File: config.mk
export PLATFORM = sky130hd
export DESIGN_NAME = ftdi_fifo_emu
export DESIGN_NICKNAME = d
export VERILOG_FILES = /design/src/rtl/ftdi_emu_pkg.sv /design/src/rtl/byte_fifo.sv /design/src/rtl/ftdi_fifo_emu.sv
export SDC_FILE = /design/constraint.sdc
export NUM_CORES = 1
export LEC_CHECK = 0
export ABC_CLOCK_PERIOD_IN_PS = 3100
export BUFFER_PORTS_ARGS = -buffer_cell sky130_fd_sc_hd__buf_2
export CAP_MARGIN = 20
export CORE_MARGIN = 2
export CORE_UTILIZATION = 56
export DETAILED_ROUTE_END_ITERATION = 6
export GPL_TIMING_DRIVEN = 0
export PLACE_DENSITY = 0.85
export SLEW_MARGIN = 5
export SYNTH_ARGS = -nofsm -noshare
export SYNTH_HDL_FRONTEND = slang
export SYNTH_SLANG_ARGS = --single-unit
File: constraint.sdc
create_clock -name in_clk -period 3.1 [get_ports in_clk]
set_input_delay 0 -clock in_clk [delete_from_list [all_inputs] [get_ports in_clk]]
set_output_delay 0 -clock in_clk [all_outputs]
set_load 0.02 [all_outputs]
File: src/rtl/ftdi_emu_pkg.sv
// Shared types and constants for the FT245-style FIFO emulator.
// FSM state encodings, the data byte width and the precharge counter width.
package ftdi_emu_pkg;

   localparam int BYTE_W    = 8;
   localparam int PRE_CNT_W = 4;

   typedef enum logic [1:0] {
      R_IDLE,
      R_DRIVE,
      R_PRE
   } rd_state_e;

   typedef enum logic [1:0] {
      W_IDLE,
      W_STROBE,
      W_PRE
   } wr_state_e;

endpackage

File: src/rtl/byte_fifo.sv
// Synchronous byte FIFO with a count register and a head that reflects registered state.
// Pushes when full and pops when empty are ignored.
module byte_fifo
   import ftdi_emu_pkg::*;
#(
   parameter int DEPTH_LOG2 = 4
) (
   input  logic                  clk,
   input  logic                  rst,
   input  logic                  push,
   input  logic [BYTE_W-1:0]     push_data,
   input  logic                  pop,
   output logic [BYTE_W-1:0]     head,
   output logic                  full,
   output logic                  empty,
   output logic [DEPTH_LOG2:0]   count
);

   localparam int DEPTH = 1 << DEPTH_LOG2;

   logic [BYTE_W-1:0]     mem [DEPTH];
   logic [DEPTH_LOG2-1:0] wr_ptr;
   logic [DEPTH_LOG2-1:0] rd_ptr;
   logic [DEPTH_LOG2:0]   cnt;
   logic                  do_push;
   logic                  do_pop;

   assign full    = (cnt == (DEPTH_LOG2+1)'(DEPTH));
   assign empty   = (cnt == '0);
   assign count   = cnt;
   assign do_push = push & ~full;
   assign do_pop  = pop & ~empty;
   assign head    = empty ? '0 : mem[rd_ptr];

   // NOTE: state registers use non-blocking assignments so every flop samples pre-edge values.
   always_ff @(posedge clk or posedge rst) begin
      if (rst) begin
         wr_ptr <= '0;
         rd_ptr <= '0;
         cnt    <= '0;
      end else begin
         if (do_push) wr_ptr <= wr_ptr + 1'b1;
         if (do_pop)  rd_ptr <= rd_ptr + 1'b1;
         case ({do_push, do_pop})
            2'b10:   cnt <= cnt + 1'b1;
            2'b01:   cnt <= cnt - 1'b1;
            default: cnt <= cnt;
         endcase
      end
   end

   // NOTE: storage is not reset; the pointers and count define which entries are meaningful.
   always_ff @(posedge clk) begin
      if (do_push) mem[wr_ptr] <= push_data;
   end

endmodule

File: src/rtl/ftdi_fifo_emu.sv
// FT245-style FIFO device emulator answering the controller's RD/WR strobes (active-high nets).
// Define FTDI_EMU_LOOPBACK_EN to forward TX bytes straight into RX and disable the host ports.
module ftdi_fifo_emu
   import ftdi_emu_pkg::*;
#(
   parameter int DEPTH_LOG2 = 4,
   parameter int PRECHARGE  = 2
) (
   input  logic              in_clk,
   input  logic              in_rst,
   input  logic              in_ftdi_rd,
   input  logic              in_ftdi_wr,
   output logic              out_ftdi_rxf,
   output logic              out_ftdi_txe,
   input  logic [BYTE_W-1:0] in_ftdi_data,
   output logic [BYTE_W-1:0] out_ftdi_data,
   output logic              out_ftdi_data_oe,
   input  logic [BYTE_W-1:0] in_host_data,
   input  logic              in_host_valid,
   output logic              out_host_ready,
   output logic [BYTE_W-1:0] out_host_data,
   output logic              out_host_valid,
   input  logic              in_host_ready,
   output logic              out_proto_err
);

   localparam logic [PRE_CNT_W-1:0] PRE_LOAD = PRE_CNT_W'(PRECHARGE - 1);

   logic                  alive;
   logic                  rx_push, rx_pop, rx_full, rx_empty;
   logic                  tx_push, tx_pop, tx_full, tx_empty;
   logic [BYTE_W-1:0]     rx_push_data, rx_head, tx_head;
   logic [DEPTH_LOG2:0]   rx_count, tx_count;

   rd_state_e             r_state, r_state_nxt;
   logic [PRE_CNT_W-1:0]  r_cnt, r_cnt_nxt;
   logic [BYTE_W-1:0]     rd_data, rd_data_nxt;
   logic                  rd_oe, rd_oe_nxt;

   wr_state_e             w_state, w_state_nxt;
   logic [PRE_CNT_W-1:0]  w_cnt, w_cnt_nxt;
   logic [BYTE_W-1:0]     w_sample, w_sample_nxt;

   logic                  proto_err, proto_err_nxt;

   byte_fifo #(.DEPTH_LOG2(DEPTH_LOG2)) u_rx_fifo (
      .clk(in_clk), .rst(in_rst), .push(rx_push), .push_data(rx_push_data), .pop(rx_pop),
      .head(rx_head), .full(rx_full), .empty(rx_empty), .count(rx_count)
   );

   byte_fifo #(.DEPTH_LOG2(DEPTH_LOG2)) u_tx_fifo (
      .clk(in_clk), .rst(in_rst), .push(tx_push), .push_data(w_sample), .pop(tx_pop),
      .head(tx_head), .full(tx_full), .empty(tx_empty), .count(tx_count)
   );

`ifdef FTDI_EMU_LOOPBACK_EN
   assign rx_push        = ~tx_empty & ~rx_full;
   assign rx_push_data   = tx_head;
   assign tx_pop         = rx_push;
   assign out_host_ready = 1'b0;
   assign out_host_valid = 1'b0;
   assign out_host_data  = '0;
`else
   assign out_host_ready = alive & ~rx_full;
   assign out_host_valid = ~tx_empty;
   assign out_host_data  = tx_head;
   assign rx_push        = in_host_valid & out_host_ready;
   assign rx_push_data   = in_host_data;
   assign tx_pop         = out_host_valid & in_host_ready;
`endif

   // Flags come from registered state, so an async reset drops them immediately.
   assign out_ftdi_rxf     = (r_state == R_IDLE) & ~rx_empty;
   assign out_ftdi_txe     = alive & (w_state == W_IDLE) & ~tx_full;
   assign out_ftdi_data    = rd_data;
   assign out_ftdi_data_oe = rd_oe;
   assign out_proto_err    = proto_err;

   // NOTE: every combinational output gets a default first so no latch can be inferred.
   always_comb begin
      r_state_nxt = r_state;
      r_cnt_nxt   = r_cnt;
      rd_data_nxt = rd_data;
      rd_oe_nxt   = rd_oe;
      rx_pop      = 1'b0;
      unique case (r_state)
         R_IDLE: begin
            if (in_ftdi_rd && out_ftdi_rxf) begin
               r_state_nxt = R_DRIVE;
               rd_data_nxt = rx_head;
               rd_oe_nxt   = 1'b1;
            end
         end
         R_DRIVE: begin
            if (!in_ftdi_rd) begin
               rx_pop      = 1'b1;
               rd_oe_nxt   = 1'b0;
               r_cnt_nxt   = PRE_LOAD;
               r_state_nxt = R_PRE;
            end
         end
         R_PRE: begin
            if (r_cnt == '0) r_state_nxt = R_IDLE;
            else             r_cnt_nxt   = r_cnt - 1'b1;
         end
         default: r_state_nxt = R_IDLE;
      endcase
   end

   always_comb begin
      w_state_nxt  = w_state;
      w_cnt_nxt    = w_cnt;
      w_sample_nxt = w_sample;
      tx_push      = 1'b0;
      unique case (w_state)
         W_IDLE: begin
            if (in_ftdi_wr && out_ftdi_txe) begin
               w_state_nxt  = W_STROBE;
               w_sample_nxt = in_ftdi_data;
            end
         end
         W_STROBE: begin
            // The byte is committed on the trailing edge of WR, using the last sample taken with WR high.
            if (in_ftdi_wr) begin
               w_sample_nxt = in_ftdi_data;
            end else begin
               tx_push     = 1'b1;
               w_cnt_nxt   = PRE_LOAD;
               w_state_nxt = W_PRE;
            end
         end
         W_PRE: begin
            if (w_cnt == '0) w_state_nxt = W_IDLE;
            else             w_cnt_nxt   = w_cnt - 1'b1;
         end
         default: w_state_nxt = W_IDLE;
      endcase
   end

   always_comb begin
      proto_err_nxt = proto_err
                    | (in_ftdi_rd & ((r_state == R_PRE) | ((r_state == R_IDLE) & ~out_ftdi_rxf)))
                    | (in_ftdi_wr & ((w_state == W_PRE) | ((w_state == W_IDLE) & ~out_ftdi_txe)))
                    | (in_ftdi_rd & in_ftdi_wr);
   end

   always_ff @(posedge in_clk or posedge in_rst) begin
      if (in_rst) begin
         alive     <= 1'b0;
         r_state   <= R_IDLE;
         r_cnt     <= '0;
         rd_data   <= '0;
         rd_oe     <= 1'b0;
         w_state   <= W_IDLE;
         w_cnt     <= '0;
         w_sample  <= '0;
         proto_err <= 1'b0;
      end else begin
         alive     <= 1'b1;
         r_state   <= r_state_nxt;
         r_cnt     <= r_cnt_nxt;
         rd_data   <= rd_data_nxt;
         rd_oe     <= rd_oe_nxt;
         w_state   <= w_state_nxt;
         w_cnt     <= w_cnt_nxt;
         w_sample  <= w_sample_nxt;
         proto_err <= proto_err_nxt;
      end
   end

endmodule

**After elaboration in Yosys (flattened, before gate mapping)**

Memory sizes are Yosys's and may differ from the RTL's. A register that Yosys moved wholly into a read port is not among the register bits.
Index checks and enable logic that the tools add are counted.

- Add/subtract/negate cells: 10
- Equality and inequality tests: 19
- Multiplexer cells: 31
- Bitwise operators: 26
- Reductions and logical operators: 21

Operators by type and width:

| kind | number |
|---|---|
| $mux 8 | 3 |
| $pmux 5 s2 | 2 |
| $ne 2x2->1 const B | 9 |
| $reduce_and 3->1 | 6 |
| $add 4x1->4 const B | 4 |
| $mux 4 | 4 |
| $pmux 4 s2 | 2 |
| $pmux 8 s2 | 1 |
| $and 1x1->1 | 15 |
| $mux 2 | 6 |
| $pmux 2 s3 | 2 |
| $reduce_bool 2->1 | 6 |
| $add 5x1->5 const B | 2 |
| $eq 5x5->1 const B | 2 |
| $logic_not 5->1 | 2 |
| $mux 1 | 10 |
| $sub 5x1->5 const B | 2 |
| $eq 2x1->1 const B | 4 |
| $eq 2x2->1 const B | 4 |
| $logic_not 4->1 | 2 |
| $sub 4x1->4 const B | 2 |
| $not 1->1 | 6 |
| $or 1x1->1 | 5 |
| $logic_not 2->1 | 2 |
| other kinds (3) | 4 |

- Register bits after elaboration: 49
- RAM bits: 256
- Input port bits: 22
- Output and inout bits: 22
- Logic and storage cells: 123
- Memories: 2

Memories:

| name | depth | width | read ports | clocked after memory_dff | wr ports | RTL line | text |
|---|---|---|---|---|---|---|---|
| u_rx_fifo.mem | 16 | 8 | 1 | 1 | 1 | byte_fifo.sv:21 | `logic [BYTE_W-1:0] mem [DEPTH];` |
| u_tx_fifo.mem | 16 | 8 | 1 | 0 | 1 | byte_fifo.sv:21 |  |

**Logic depth before layout (Yosys ltp)**

Gate-level depths: netlist of the first run.

- Word-level depth: 10
- Gate-level depth with buffers: 13
- Gate-level depth less buffers: 10

**Hierarchy**

Synthesis of the first run repeated with hierarchy kept, for this count alone.

- Cell total of the unflattened synthesis: 726
- Area, all modules: 13,163.9 sq um

By module, submodules not included:

| module | times used | cells each | area each (sq um) | seq. area each (sq um) |
|---|---|---|---|---|
| byte_fifo at u_tx_fifo | 1 | 310 | 5,906.9 | 4,169.0 |
| byte_fifo at u_rx_fifo | 1 | 304 | 5,855.6 | 4,169.0 |
| ftdi_fifo_emu | 1 | 112 | 1,401.3 | 775.7 |

**Worst setup path after synthesis of the first run**

OpenSTA, ideal clock, no wires.

- Path type: register -> register
- Start point: register u_rx_fifo.cnt[1] (netlist: u_rx_fifo.count[1])
- End point: register u_rx_fifo.cnt[4] (netlist: u_rx_fifo.count[4])
- Library setup time: 0.125 ns
- Arrival: 2.750 ns
- Required time: 2.975 ns
- Setup slack: 0.226 ns
- Cell stages (with the launch flop): 14
- Buffers on the path: 3
- Clock period less this slack: 2.874 ns
- Path through: dfrtp_1 buf_6 or4_4 o211a_1 buf_2 inv_1 ha_1 clkbuf_1 xor2_1 ha_1 o211a_1 o31ai_1 a31oi_1 xnor2_1

- Cells in the longest elaborated chain, start to end: 7
- Elaborated cells on any way between the ends: 14
- Those cells by class: add/sub: 2; eq/ne: 3; mux: 1; bitwise: 6; reduce/logical: 2

Ends and longest elaborated chain:

| item | RTL line | text |
|---|---|---|
| from (decl) | byte_fifo.sv:24 | `logic [DEPTH_LOG2:0] cnt;` |
| from (signal assigned) | byte_fifo.sv:45 | `2'b10: cnt <= cnt + 1'b1;` |
| from (signal assigned) | byte_fifo.sv:46 | `2'b01: cnt <= cnt - 1'b1;` |
| from (signal assigned) | byte_fifo.sv:47 | `default: cnt <= cnt;` |
| $eq 5x5->1 | byte_fifo.sv:28 | `assign full = (cnt == (DEPTH_LOG2+1)'(DEPTH));` |
| $not 1->1 | byte_fifo.sv:31, ftdi_fifo_emu.sv:64 |  |
| $and 1x1->1 | ftdi_fifo_emu.sv:64 | `assign out_host_ready = alive & ~rx_full;` |
| $and 1x1->1 | ftdi_fifo_emu.sv:67 | `assign rx_push = in_host_valid & out_host_ready;` |
| $and 1x1->1 | byte_fifo.sv:31 | `assign do_push = push & ~full;` |
| $eq 2x1->1 / $eq 2x2->1 (equally long branches) | byte_fifo.sv:44 | `case ({do_push, do_pop})` |
| $pmux 5 s2 / $reduce_bool 2->1 (equally long branches) | n/a |  |

Several ways; a longest one is shown, not always the timed one.
A chain may end at the register's enable or synchronous reset.

**Worst setup path after layout of the first run**

Same ends and word-level chain as after synthesis.

==> results.txt, run 1 <==
- After filler insertion, the fill cell instance count of the layout stands at 1472.
- Wire segments on met2 add up to 12.3 mm in the final route.
* Number of instances in the synthesized netlist: 685
- Port Buffers: 43
* CP required: 3.53 ns
* I/O pin cnt: 44
- Number of DRC violations after detailed-routing iteration 0: 641
- Count of max-cap constraint violations: 0
- At the placement stage, the worst setup path has a slack of -0.0233 ns.
- Synthesized netlist net count: 728
- Sequential fraction of the synthesis area: 71.6%
* Pwr dens: between 900 and 1000 mW/mm^2
- Along the worst path, the maximum fanout reaches 9.
* Worst min-delay path category: input port to asynchronous set/reset pin
- The max-slew violation total from the final report was 0.
* Library cell used as clock root buffer: sky130_fd_sc_hd__clkbuf_16
* Distinct cell type count of the synthesized netlist: 53
- From bottom edge to top edge, the die measures 155 um.
* Area post-placement: between 0.01 and 0.015 mm^2
* Residual DRC count: 0
- Maximum number of pins on one net before global-route repair: 33
- Highest Signal Layer: met4
- The via count of the first global-routing pass came to around 6800.
- Remaining max-slew budget at the tightest pin: 36.2%
- Met3 wire length: 1.40 mm
- Deepest clock path buffer count: 3
* Static leakage power: slightly above 5 nW
- Wirelength per Cell: 22.3 um
* Antenna violations before repair: 0
* Total Routing Usage GR: 21.2%
- In this run the standard cell core region covers 0.0225 mm^2.
- TritonCTS clock tree: yes
- Synthesis inferred 313 register bits.
- Setup repair after global routing missed its margin: no
- The first global-routing pass estimated 38.3 mm of wire.
- Wires add up to 24.4 mm.
- Once layout is complete, the cells apart from fillers number approximately 1100.
- In the synthesized netlist the dominant register cell turns out to be sky130_fd_sc_hd__edfxtp_1.
- During synthesis, Yosys emitted a total of 0 warnings.
- Subtracting the final worst setup slack from the clock period gives slightly below 3 ns.
* Routed metal-1 wirelength: 10.0 mm
- Half-perimeter wire length after placement: approximately 16 mm
- By count the netlist is led by 256 x sky130_fd_sc_hd__edfxtp_1, 64 x sky130_fd_sc_hd__mux4_2, 57 x sky130_fd_sc_hd__dfrtp_1.
* Worst r2r path cells: 12
* Library cell with the highest instance count after synthesis: sky130_fd_sc_hd__edfxtp_1
- For the pin with the worst max-slew slack, the measured transition is 0.954 ns.
- The detail route stage leaves a number of antenna-violating nets equal to 0.
* FF-to-FF setup slack: 0.15 ns
* Total power: ~13 mW
* Crit share post-route: 95.0%
* Top cell type's share of synthesized area: approximately three fifths
* Max IR drop VDD: 0.718 mV
- Initial DRT Pass Iterations: 5
- After synthesis, the share of flip-flops with an asynchronous set or reset is 18.2%.
- The number of antenna diodes in the final layout is 0.
* Biggest area contributors in the synthesized netlist: sky130_fd_sc_hd__edfxtp_1 60%, sky130_fd_sc_hd__mux4_2 11%, sky130_fd_sc_hd__dfrtp_1 11%
- Placement row count: 55
- After the last flow step, the layout net total stands at slightly above 800.
* Die area: 0.0239 mm^2
* Crit Path Class: flip-flop to flip-flop
- Post-Route Skew: 0.0165 ns
* # setup viols final: 0
- In the routed layout, each cell is associated on average with a via count of 6.01.
* Post-synthesis cell area: 0.0127 mm^2
- In this run the number of H-tree levels came out at 1.
- The biggest area contributor in the post-synthesis netlist is sky130_fd_sc_hd__edfxtp_1.
- CP arrival: 3.37 ns
* Critical register-to-register path endpoint: u_rx_fifo.count[4]
- A synthesized cell averages 18.6 um^2.
- Type of element launching the critical path: flip-flop
- The congestion estimate from routability-driven global placement came to 0.822.
* DP Cell Count: 1018
- Starting utilization of the core area: a little under three fifths
- The later pin in the worst-skew pair is clocked with a latency of 0.56 ns.
- Clock-pin slew was measured on the worst setup and hold paths at 0.06 ns.
* Startpoint of the lowest-slack register-to-register path: u_rx_fifo.count[1]
- The clock net in this run drives a total of 313 sinks.
- Total via count after detailed routing: 6570
- The post-route netlist has 24.6% of its cells at a drive strength greater than 1.
- Layout Area Growth over Synthesis: 13.8%
- The total overflow left after global routing is 0.
- Result of the run: completed
- Summing all non-filler instances in the final layout gives an area of 0.0145 mm^2.
* Setup WS post-layout: 0.154 ns
- The die is 155 um wide.
- Total CTS buffers: 30
* Final Hold Viols: 0
* Achievable frequency: 339 MHz
- In this run, synthesis inferred about 260 flip-flops with an integrated enable.
- Critical path endpoint category: flip-flop
[metrics by stage]
step	setup TNS (ns)	utilization (%)	hold WS (ns)
after floorplan	0	-	0.0989
after global placement	0	59.1	0.232
after detailed placement	-0.0233	59.3	0.168
after CTS	0	64.3	0.126
after global routing	0	64.4	0.201
final	0	64.4	0.128
[worst max-delay path by stage]
| stage | start | to | cells after the start |
|---|---|---|---|
| detailed placement | u_rx_fifo.count[1] | u_rx_fifo.count[4] | 13 |
| finish | u_rx_fifo.count[1] | u_rx_fifo.count[4] | 12 |
| CTS | u_rx_fifo.count[1] | u_rx_fifo.count[4] | 12 |
| global placement | u_rx_fifo.count[1] | u_rx_fifo.count[4] | 13 |
| floorplan | u_rx_fifo.count[1] | u_rx_fifo.count[4] | 13 |
| global route | u_rx_fifo.count[1] | u_rx_fifo.count[4] | 12 |
[per-layer routing]
metal	up-vias	track usage [%]
li1	2908	-
met1	3382	28.9
met2	224	35.4
met3	56	3.14
met4	0	7.50
met5	-	0
[critical path, cell delays in order, from the launching register on]
cell and delay (ns):
sky130_fd_sc_hd__dfrtp_1 0.37, sky130_fd_sc_hd__buf_6 0.14, sky130_fd_sc_hd__or4_4 0.55, sky130_fd_sc_hd__o211a_1 0.22
sky130_fd_sc_hd__buf_2 0.18, sky130_fd_sc_hd__inv_1 0.10, sky130_fd_sc_hd__ha_2 0.29, sky130_fd_sc_hd__xor2_1 0.09
sky130_fd_sc_hd__ha_1 0.21, sky130_fd_sc_hd__o211a_1 0.23, sky130_fd_sc_hd__o31ai_1 0.21, sky130_fd_sc_hd__a31oi_1 0.09
sky130_fd_sc_hd__xnor2_1 0.14
[placed cells by master, fill, tap and decap left out, types with 11 or more instances in the layout]
master and instances:
sky130_fd_sc_hd__a21oi_1 13, sky130_fd_sc_hd__and2_1 12, sky130_fd_sc_hd__buf_2 56, sky130_fd_sc_hd__clkbuf_1 17, sky130_fd_sc_hd__clkbuf_16 30, sky130_fd_sc_hd__dfrtp_1 57
sky130_fd_sc_hd__dlygate4sd3_1 21, sky130_fd_sc_hd__edfxtp_1 256, sky130_fd_sc_hd__ha_1 19, sky130_fd_sc_hd__inv_1 24, sky130_fd_sc_hd__mux2_2 13, sky130_fd_sc_hd__mux2i_1 33
sky130_fd_sc_hd__mux4_2 64, sky130_fd_sc_hd__nand2_1 22, sky130_fd_sc_hd__nor2_1 26, sky130_fd_sc_hd__o21ai_0 11, sky130_fd_sc_hd__xnor2_1 15
[layout make-up]
| class | instances | area [um^2] | share of cell area (%) |
|---|---|---|---|
| buffer | 29 | 145 | 1.00 |
| clock inverter | 17 | 104 | 0.717 |
| multi-input combinational | 317 | 3380 | 23.4 |
| clock buffer | 39 | 815 | 5.62 |
| timing repair buffer | 69 | 470 | 3.25 |
| tap | 285 | 357 | 2.46 |
| sequential | 313 | 9110 | 62.9 |
| inverter | 25 | 93.8 | 0.648 |
[logic make-up (layout without fill, tap and decap cells)]
logic type               count (synthesis)  after routing  share of synthesized area, %
AO/OA/AOI/OAI                           60             60                          3.34
XOR/XNOR                                21             21                          1.45
adder cells (fa/ha/maj)                 21             21                          2.12
buffers and inverters                   55            179                          1.91
flip-flops                             313            313                          71.6
multiplexers                           110            110                          15.1
other                                    1              1                        0.0295
AND/OR/NAND/NOR                        104            104                          4.45
[repair_timing]
| action | CTS | global route |
|---|---|---|
| buffers inserted | 0 | 0 |
| gates resized for setup | 0 | 3 |
| endpoints found under the setup margin | 1 | 3 |
| hold buffers | 21 | 0 |
| pin swaps | 0 | 0 |
| endpoints found under the hold margin | 188 | 0 |
[sequential cells by signal (all words and copies together) (netlist names)]
name	cells
u_tx_fifo.wr_ptr	4
u_rx_fifo.count	5
out_ftdi_data	8
u_rx_fifo.mem	128
u_rx_fifo.wr_ptr	4
out_proto_err	1
w_state	2
u_tx_fifo.count	5
u_tx_fifo.mem	128
u_rx_fifo.rd_ptr	4
w_cnt	4
r_cnt	4
alive	1
out_ftdi_data_oe	1
w_sample	8
u_tx_fifo.rd_ptr	4
r_state	2
[power breakdown]
part | internal [mW] | switching (mW)
sequential | 5.30 | 0.589
combinational | 1.77 | 2.14
clock | 1.85 | 1.51
total | 8.92 | 4.24
No activity file was read; power rests on OpenSTA's default activity.
==> inputs of run 2 (changes only) <==
--- a/config.mk
+++ b/config.mk
@@ -11,9 +11,9 @@
 export CORE_MARGIN = 2
 export CORE_UTILIZATION = 56
 export DETAILED_ROUTE_END_ITERATION = 6
-export GPL_TIMING_DRIVEN = 0
 export PLACE_DENSITY = 0.85
 export SLEW_MARGIN = 5
 export SYNTH_ARGS = -nofsm -noshare
 export SYNTH_HDL_FRONTEND = slang
+export SYNTH_HIERARCHICAL = 1
 export SYNTH_SLANG_ARGS = --single-unit
==> run 2 against run 1 <==
Compared with the run above:
- sequential share of layout area fell by 2.4 points
- first-iteration DRC count fell by 4.4%
- combinational power rose by 1%
- clock skew fell by 0.0075 ns
- final area rose by 4.0%
- synthesized cell count rose by 6.0%
- fmax rose by 0.32%
- die area rose by 3.4%
- register-to-register slack barely moved
==> results.txt, run 2 <==
* Most common cell after layout, fill and taps aside: sky130_fd_sc_hd__edfxtp_1 (unchanged)
- The floorplan core area is 0.0233 mm^2 (was 0.0225 mm^2).
* Clock latency on the worst-skew pair: 0.54 ns (was 0.56 ns)
- The sequential area share after synthesis was 69.2% (was 71.6%).
- The reg-to-reg endpoint is u_tx_fifo/count[4] (was u_rx_fifo.count[4]).
- Count of buffering cells on the critical path with inverters included: 2 (was 3)
- The critical path class was flip-flop to flip-flop (unchanged).
- Post-route ant nets: 0 (unchanged)
- Critical path endpoint category: flip-flop (unchanged)
- The worst-case setup margin in the final layout was 0.163 ns (was 0.154 ns).
- Total via count after detailed routing: 6842 (was 6570)
- Setup repair after global routing missed its margin: no (unchanged)
- The vertical die dimension is 157 um (was 155 um).
- Crit path capture: u_tx_fifo/count[4] (was u_rx_fifo.count[4])
* Average vias per placed instance: 5.84 (was 6.01)
- Total grt overflow: 0 (unchanged)
- Worst-margin pin slew: 0.779 ns (was 0.954 ns)
* Logic depth of the worst path, buffers included: 13 (was 12)
- Distinct cell type count of the synthesized netlist: 64 (was 53)
* Total CTS buffers: 30 (unchanged)
* Library cell with the highest instance count after synthesis: sky130_fd_sc_hd__edfxtp_1 (unchanged)
- The via count of the first global-routing pass is 7068 (was 6780).
- The first-pass GRT wire length was 39.5 mm (was 38.3 mm).
- Worst r2r path cells: 13 (was 12)
- Post-synth EDFFs: 256 (unchanged)
* Type of element launching the critical path: flip-flop (unchanged)
- The buffer cell driving the clock tree root is sky130_fd_sc_hd__clkbuf_16 (unchanged).
- The max-slew violation total from the final report is 0 (unchanged).
- Number of instances in the synthesized netlist: 726 (was 685)
- The setup slack of the most critical reg-to-reg path came to 0.16 ns (was 0.15 ns).
* Register bit count reported by yosys: 313 (unchanged)
- The area growth from synthesis to layout came to 14.4% (was 13.8%).
- Crit path cell chain: nor4_4 -> nand2b_1 -> inv_1 -> nor2b_1 -> nand2_1 -> inv_1 -> ha_2 -> xor2_1 -> ha_2 -> o211ai_1 -> nor4bb_1 -> a2111o_1 -> or3_1 (was buf_6 -> or4_4 -> o211a_1 -> buf_2 -> inv_1 -> ha_2 -> xor2_1 -> ha_1 -> o211a_1 -> o31ai_1 -> a31oi_1 -> xnor2_1)
- Max Fanout on Critical Path: 7 (was 9)
- Count of max-cap constraint violations: 0 (unchanged)
- Registers with the most flip-flops: u_rx_fifo/mem: 128 flops, u_tx_fifo/mem: 128 flops (was u_rx_fifo.mem: 128 flops, u_tx_fifo.mem: 128 flops)
- The synthesized net count came to 769 (was 728).
- The share of flip-flops with an asynchronous set or reset came to 18.2% (unchanged).
- The ratio of cells with drive above 1 in the final layout is 25.7% (was 24.6%).
- The static leakage is 5.43 nW (was 5.11 nW).
* Half-perimeter wire length after placement: 16.1 mm (was 15.6 mm)
* Number of DRC violations after detailed-routing iteration 0: 613 (was 641)
- The chip width came to 157 um (was 155 um).
* Average cell area after synthesis: 18.1 um^2 (was 18.6 um^2)
- Biggest area contributors in the synthesized netlist: sky130_fd_sc_hd__edfxtp_1 58%, sky130_fd_sc_hd__dfrtp_1 11%, sky130_fd_sc_hd__mux4_1 7.2% (was sky130_fd_sc_hd__edfxtp_1 60%, sky130_fd_sc_hd__mux4_2 11%, sky130_fd_sc_hd__dfrtp_1 11%).
* Last weighted congestion value of the routability-driven placer: 0.802 (was 0.822)
* Remaining max-slew budget at the tightest pin: 47.9% (was 36.2%)
* Deepest clock path buffer count: 3 (unchanged)
- Commonest non-fill, non-tap cells in the layout: 256 x sky130_fd_sc_hd__edfxtp_1, 53 x sky130_fd_sc_hd__dfrtp_1, 46 x sky130_fd_sc_hd__buf_4 (was 256 x sky130_fd_sc_hd__edfxtp_1, 64 x sky130_fd_sc_hd__mux4_2, 57 x sky130_fd_sc_hd__dfrtp_1)
- The initial standard-cell utilization of the core was 56.6% (was 56.5%).
- The startpoint of the worst register-to-register path is u_tx_fifo/count[0] (was u_rx_fifo.count[1]).
- The largest area contributor in the synthesized netlist was sky130_fd_sc_hd__edfxtp_1 (unchanged).
- The final design utilization came to 64.7% (was 64.4%).
- Port Buffers: 43 (unchanged)
- The pre-CTS setup slack is -0.00888 ns (was -0.0233 ns).
- TritonCTS clock tree: yes (unchanged)
- CP arrival: 3.35 ns (was 3.37 ns)
- The clock sink count came to 313 (unchanged).
- The leading register cell type out of synthesis was sky130_fd_sc_hd__edfxtp_1 (unchanged).
- Die area: 0.0247 mm^2 (was 0.0239 mm^2)
- Max IR drop VDD: 0.562 mV (was 0.718 mV)
* Final Hold Viols: 0 (unchanged)
- CP required: 3.51 ns (was 3.53 ns)
* Post-synthesis cell area: 0.0132 mm^2 (was 0.0127 mm^2)
- The number of levels the H-tree was split into came to 1 (unchanged).
- Worst path top cell family by delay: simple AND/OR/NAND/NOR gates (was compound AO/OA/AOI/OAI gates)
* Placement row count: 56 (was 55)
- # setup viols final: 0 (unchanged)
* Initial DRT Pass Iterations: 5 (unchanged)
* Largest stage delay on the critical path: 0.44 ns (was 0.55 ns)
* Origin of the worst setup path: u_tx_fifo/count[0] (was u_rx_fifo.count[1])
- Result of the run: completed (unchanged)
- Worst min-delay path category: input port to flip-flop (was input port to asynchronous set/reset pin)
* Residual DRC count: 0 (unchanged)
- The area fraction of the dominant cell type after synthesis came to 58.4% (was 60.4%).
- Post-Route Skew: 0.00907 ns (was 0.0165 ns)
- Antenna violations before repair: 0 (unchanged)
- The final hold slack was 0.0368 ns (was 0.128 ns).
- The global routing usage summed across all routing layers is 21.2% (about the same).
* Overall routed net length: 25.5 mm (was 24.4 mm)
- The peak clock frequency supported by timing came to 340 MHz (was 339 MHz).
* Wirelength per Cell: 21.7 um (was 22.3 um)
- Pwr dens: 889 mW/mm^2 (was 909 mW/mm^2)
- The final cycle utilization of the critical path was 94.7% (was 95.0%).
- The fill cell total of the finished layout is 1556 (was 1472).
- Commonest cells post-synth: 256 x sky130_fd_sc_hd__edfxtp_1, 57 x sky130_fd_sc_hd__dfrtp_1, 38 x sky130_fd_sc_hd__mux2_2, 38 x sky130_fd_sc_hd__nor2_1, 36 x sky130_fd_sc_hd__mux4_1 (was 256 x sky130_fd_sc_hd__edfxtp_1, 64 x sky130_fd_sc_hd__mux4_2, 57 x sky130_fd_sc_hd__dfrtp_1).
- Synth warnings: 6 (was 0)
- Total power: 13.4 mW (was 13.2 mW)
- Max stage delay cell, worst path: sky130_fd_sc_hd__dfrtp_2 (was sky130_fd_sc_hd__or4_4)
- The top-level port count came to 44 (unchanged).
* Maximum number of pins on one net before global-route repair: 28 (was 33)
* # nets final: 873 (was 828)
- Final period demand of the worst path: 2.94 ns (was 2.95 ns)
- Clock transition time at the flip-flop clock pins of the worst setup and hold paths: 0.06 ns (about the same)
* Antenna Cells: 0 (unchanged)
==> run 2: changes by cell type after synthesis, sizes merged, moves of 6 or more <==
cell / previous run / this run
mux2: 13 / 38
mux2i: 33 / 19
nor2: 26 / 38
o21ai: 12 / 24
and2: 12 / 3
o221ai: 8 / 0
o22ai: 8 / 0
a21oi: 13 / 20
buf: 18 / 24
==> run 2: through the flow <==
| stage | setup TNS [ns] | instance area, um^2 | cells |
|---|---|---|---|
| after floorplan | 0 | 13200 | 726 |
| after global placement | 0 | 13900 | 1095 |
| after detailed placement | -0.00888 | 13900 | 1095 |
| after CTS | 0 | 15000 | 1171 |
| after global routing | 0 | 15100 | 1172 |
| final | 0 | 15100 | 1172 |
==> run 2: repair_timing <==
item / CTS / global route
pin swaps: 1 / 1
hold endpoints to repair: 187 / 0
hold buffers: 21 / 0
resized for setup: 1 / 4
setup buffers: 0 / 1
endpoints found under the setup margin: 1 / 1
==> run 2: how the worst min path moves through the flow <==
stage	startpoint	endpoint	slack [ns]	depth (start not counted)
4_1_cts	in_host_valid	u_rx_fifo/wr_ptr[0]	0.03	4
6_report	in_host_valid	u_rx_fifo/wr_ptr[0]	0.04	4
3_5_place_dp	in_rst	u_rx_fifo/count[3]	0.09	2
3_3_place_gp	in_rst	u_rx_fifo/count[3]	0.1	2
2_1_floorplan	in_rst	u_rx_fifo/count[0]	-0.12	1
5_1_grt	in_host_valid	u_rx_fifo/wr_ptr[0]	0.05	4
==> run 2: layer usage <==
layer | up-vias | global-route usage (%) | share of wire [%]
met5 | - | 0 | 0
met2 | 223 | 37.4 | 52
met3 | 61 | 2.84 | 5.2
li1 | 3076 | - | -
met1 | 3482 | 28.0 | 40
met4 | 0 | 5.71 | 2.5
==> run 2: cell families after synthesis <==
logic type,count (synthesis),synth area share (%)
flops,313,69.2
compound gates,66,3.18
mux,121,16.7
xor+xnor,21,1.40
other cells,1,0.0285
fa+ha+maj,21,2.00
buf+inv,63,2.45
simple gates,120,5.04
==> run 2: worst register-to-register path, cell delays in order, from the launching register on <==
cell and delay [ns]:
sky130_fd_sc_hd__dfrtp_2 0.44, sky130_fd_sc_hd__nor4_4 0.32, sky130_fd_sc_hd__nand2b_1 0.13, sky130_fd_sc_hd__inv_1 0.09, sky130_fd_sc_hd__nor2b_1 0.07, sky130_fd_sc_hd__nand2_1 0.13, sky130_fd_sc_hd__inv_1 0.08, sky130_fd_sc_hd__ha_2 0.24
sky130_fd_sc_hd__xor2_1 0.16, sky130_fd_sc_hd__ha_2 0.21, sky130_fd_sc_hd__o211ai_1 0.11, sky130_fd_sc_hd__nor4bb_1 0.17, sky130_fd_sc_hd__a2111o_1 0.36, sky130_fd_sc_hd__or3_1 0.30
==> run 2: layout make-up <==
| type | count | area, um^2 | share of cell area (%) |
|---|---|---|---|
| well taps | 319 | 399 | 2.65 |
| clock inverters | 16 | 75.1 | 0.499 |
| flip-flops and latches | 313 | 9120 | 60.6 |
| clock buffers | 39 | 806 | 5.35 |
| repair buffers | 112 | 811 | 5.38 |
| multi-input cells | 350 | 3760 | 25.0 |
| inverters | 23 | 86.3 | 0.573 |
==> run 2: power by group <==
| group | internal (mW) | switching (mW) |
|---|---|---|
| clock | 1.82 | 1.45 |
| sequential | 5.30 | 0.847 |
| combinational | 2.00 | 1.96 |
==> inputs of run 3 (changes only) <==
--- a/config.mk
+++ b/config.mk
@@ -11,6 +11,7 @@
 export CORE_MARGIN = 2
 export CORE_UTILIZATION = 56
 export DETAILED_ROUTE_END_ITERATION = 6
+export GPL_TIMING_DRIVEN = 0
 export PLACE_DENSITY = 0.85
 export SLEW_MARGIN = 5
 export SYNTH_ARGS = -nofsm -noshare
==> constraint.sdc (replaced) <==
create_clock -name in_clk -period 3.1 [get_ports in_clk]
set_input_delay 0 -clock in_clk [delete_from_list [all_inputs] [get_ports in_clk]]
set_output_delay 0 -clock in_clk [all_outputs]
set_load 0.05 [all_outputs]
==> run 3 against run 2 <==
Compared with the run above:
- count of clock-buffer cells in the layout fell by 3
- register-to-register slack worse by 0.03 ns
- critical path depth is 1 higher
- total power is 10% higher
- utilization up 0.96 points
- global-route usage rose by 0.67 points
- highest routed layer unchanged
==> results.txt, run 3 (synthesized netlist as in run 2, its figures left out) <==
- Result of the run: completed (unchanged)
- The initial antenna violation count came to 0 (unchanged).
- Largest stage delay on the critical path: 0.37 ns (was 0.44 ns)
- Logic depth of the worst path, buffers included: 14 (was 13)
* Total via count after detailed routing: 6996 (was 6842)
* TritonCTS clock tree: yes (unchanged)
* Crit Path Class: flip-flop to flip-flop (unchanged)
- The final cycle utilization of the critical path was 95.8% (was 94.7%).
- The DRC violation total after the first TritonRoute iteration is 631 (was 613).
- Static leakage power: 5.47 nW (was 5.43 nW)
- CP arrival: 3.40 ns (was 3.35 ns)
* Ratio of cells with drive above 1 in the final layout: 25.7% (about the same)
- The post-detailed-route via-to-cell ratio is 5.94 (was 5.84).
- The weighted congestion at the end of routability-driven global placement came to 0.799 (was 0.802).
- The reg-to-reg endpoint was u_tx_fifo/count[4] (unchanged).
* Area of the core: 0.0233 mm^2 (unchanged)
- Achievable frequency: 337 MHz (was 340 MHz)
- Registers with the most flip-flops: u_rx_fifo/mem: 128 flops, u_tx_fifo/mem: 128 flops (unchanged)
- The buffer cell driving the clock tree root is sky130_fd_sc_hd__clkbuf_16 (unchanged).
- The switching power came to 4.92 mW (was 4.26 mW).
- The hold violation count in the final report was 0 (unchanged).
- The number of levels the H-tree was split into is 1 (unchanged).
* # setup viols final: 0 (unchanged)
- The total length of routed wires is 26.5 mm (was 25.5 mm).
* Vias in the first global route: 7267 (was 7068)
* Layout Area Growth over Synthesis: 16.1% (was 14.4%)
- Worst r2r path cells: 14 (was 13)
- Worst min-delay path category: input port to flip-flop (unchanged)
* Pwr dens: 965 mW/mm^2 (was 889 mW/mm^2)
- The pin count of the biggest net entering global routing is 32 (was 28).
- The required time at the endpoint of the critical path was 3.53 ns (was 3.51 ns).
* Remaining max-slew budget at the tightest pin: 33.4% (was 47.9%)
- The buffers plus inverters on the worst setup path is 4 (was 2).
* Post-route ant nets: 0 (unchanged)
* Sinks on Clock Net: 313 (unchanged)
* Starting utilization of the core area: 56.6% (unchanged)
* Crit path cell chain: buf_6 -> nor4_4 -> nand2b_1 -> buf_4 -> nand2_2 -> inv_2 -> ha_4 -> buf_8 -> xor2_2 -> ha_2 -> o211ai_1 -> nor4_2 -> a2111o_1 -> or3_1 (was nor4_4 -> nand2b_1 -> inv_1 -> nor2b_1 -> nand2_1 -> inv_1 -> ha_2 -> xor2_1 -> ha_2 -> o211ai_1 -> nor4bb_1 -> a2111o_1 -> or3_1)
- FF-to-FF setup slack: 0.13 ns (was 0.16 ns)
- Clock transition time at the flip-flop clock pins of the worst setup and hold paths: 0.06 ns (about the same)
* Antenna Cells: 0 (unchanged)
* Total grt overflow: 0 (unchanged)
- Post-Route Skew: 0.0109 ns (was 0.00907 ns)
* Placement row count: 56 (unchanged)
* Max stage delay cell, worst path: sky130_fd_sc_hd__dfrtp_1 (was sky130_fd_sc_hd__dfrtp_2)
- The max-capacitance violation count is 0 (unchanged).
- The largest driver fanout on the critical path is 10 (was 7).
- The first-pass GRT wire length came to 40.7 mm (was 39.5 mm).
- Type of element launching the critical path: flip-flop (unchanged)
- Initial DRT Pass Iterations: 5 (unchanged)
- The sequential power share was 39.8% (was 45.9%).
- Half-perimeter wire length after placement: 16.2 mm (was 16.1 mm)
- The top-level port count is 44 (unchanged).
- Pins Over Slew Limit: 0 (unchanged)
- The switching power share of the total came to 33.4% (was 31.8%).
- P_int: 9.83 mW (was 9.12 mW)
* Critical path endpoint category: flip-flop (unchanged)
- The depth of the worst hold-timing path came to 4 (unchanged).
- Final period demand of the worst path: 2.97 ns (was 2.94 ns)
- The critical path startpoint is u_tx_fifo/count[2] (was u_tx_fifo/count[0]).
* Total Routing Usage GR: 21.9% (was 21.2%)
- The transition time at the pin with the least slew margin is 0.996 ns (was 0.779 ns).
- Startpoint of the lowest-slack register-to-register path: u_tx_fifo/count[2] (was u_tx_fifo/count[0])
- The post-detailed-route DRC marker count came to 0 (unchanged).
- Worst path top cell family by delay: simple AND/OR/NAND/NOR gates (unchanged)
- # nets final: 879 (was 873)
- Source of the worst hold timing path: in_host_valid (unchanged)
- The average wire per standard cell was 22.5 um (was 21.7 um).
* Power share of the combinational group: 33.9% (was 29.6%)
- The aggregate negative setup slack was 0 ns (unchanged).
* Most common cell after layout, fill and taps aside: sky130_fd_sc_hd__edfxtp_1 (unchanged)
* End point of the worst hold path: u_rx_fifo/wr_ptr[0] (unchanged)
- Total CTS buffers: 30 (unchanged)
- The insertion delay of the later-clocked pin in the worst-skew pair is 0.55 ns (was 0.54 ns).
* Part of the power in the clock network: 26.3% (was 24.5%)
- Max IR drop VDD: 0.618 mV (was 0.562 mV)
* Deepest clock path buffer count: 3 (unchanged)
- The vertical die dimension is 157 um (unchanged).
- The die outline area came to 0.0247 mm^2 (unchanged).
- Commonest non-fill, non-tap cells in the layout: 256 x sky130_fd_sc_hd__edfxtp_1, 54 x sky130_fd_sc_hd__buf_2, 53 x sky130_fd_sc_hd__dfrtp_1 (was 256 x sky130_fd_sc_hd__edfxtp_1, 53 x sky130_fd_sc_hd__dfrtp_1, 46 x sky130_fd_sc_hd__buf_4)
- Port Buffers: 43 (unchanged)
* Post-layout instance count excluding filler cells: 1178 (was 1172)
* Die Width: 157 um (unchanged)
* DP Cell Count: 1092 (was 1095)
[run 3: area by class of cell]
class	count	area (um^2)
inverter	23	86.3
multi-input combinational	350	3830
clock buffer	36	795
sequential	313	9120
tap	319	399
fill	1530	7980
buffer	36	241
timing repair buffer	82	548
clock inverter	19	267
[run 3: worst reg2reg max path, stage by stage, from the launching register on]
cell and delay [ns]:
sky130_fd_sc_hd__dfrtp_1 0.37, sky130_fd_sc_hd__buf_6 0.13, sky130_fd_sc_hd__nor4_4 0.30, sky130_fd_sc_hd__nand2b_1 0.17
sky130_fd_sc_hd__buf_4 0.18, sky130_fd_sc_hd__nand2_2 0.08, sky130_fd_sc_hd__inv_2 0.05, sky130_fd_sc_hd__ha_4 0.16
sky130_fd_sc_hd__buf_8 0.14, sky130_fd_sc_hd__xor2_2 0.14, sky130_fd_sc_hd__ha_2 0.18, sky130_fd_sc_hd__o211ai_1 0.23
sky130_fd_sc_hd__nor4_2 0.06, sky130_fd_sc_hd__a2111o_1 0.34, sky130_fd_sc_hd__or3_1 0.31
[run 3: metrics by stage]
step / setup slack [ns] / utilization (%) / hold slack (ns) / cell area [um^2] / total power, mW
finish: 0.129 / 65.7 / 0.0270 / 15300 / 14.8
CTS: 0.00270 / 65.4 / 0.0121 / 15200 / 14.7
global route: -0.0147 / 65.7 / 0.0342 / 15300 / 15.4
floorplan: -0.00413 / - / -0.123 / 13200 / 9.41
global placement: -0.361 / 59.4 / 0.0976 / 13800 / 10.5
detailed placement: -0.427 / 59.5 / 0.0949 / 13800 / 10.7
[run 3: per-layer routing]
metal  vias up  global-route usage, %  wire (um)
met5         -                      0          0
met4         0                   5.93        667
met3        58                   2.78       1470
met2       245                   39.7      14100
met1      3602                   28.0      10300
li1       3091                      -          -
[run 3: worst max-delay path by stage]
stage / endpoint / slack [ns]
2_1_floorplan: u_rx_fifo/count[4] / -0.004
3_3_place_gp: u_tx_fifo/count[4] / -0.36
3_5_place_dp: u_tx_fifo/count[4] / -0.43
4_1_cts: u_tx_fifo/count[4] / 0.003
5_1_grt: u_tx_fifo/count[4] / -0.01
6_report: u_tx_fifo/count[4] / 0.13
[run 3: power groups by stage]
stage	registers, mW	clock network, mW	logic, mW
6_report	5.88	3.87	5.00
3_5_place_dp	5.92	0	4.78
5_1_grt	5.94	4.10	5.34
2_1_floorplan	5.90	0	3.52
4_1_cts	5.87	3.92	4.92
3_3_place_gp	5.86	0	4.64
[run 3: what timing repair did]
item / 4_1_cts / 5_1_grt
endpoints found under the hold margin: 203 / 0
hold buffers: 21 / 0
resized for setup: 12 / 14
setup endpoints to repair: 12 / 2
pin swaps: 4 / 4
setup buffers: 8 / 5
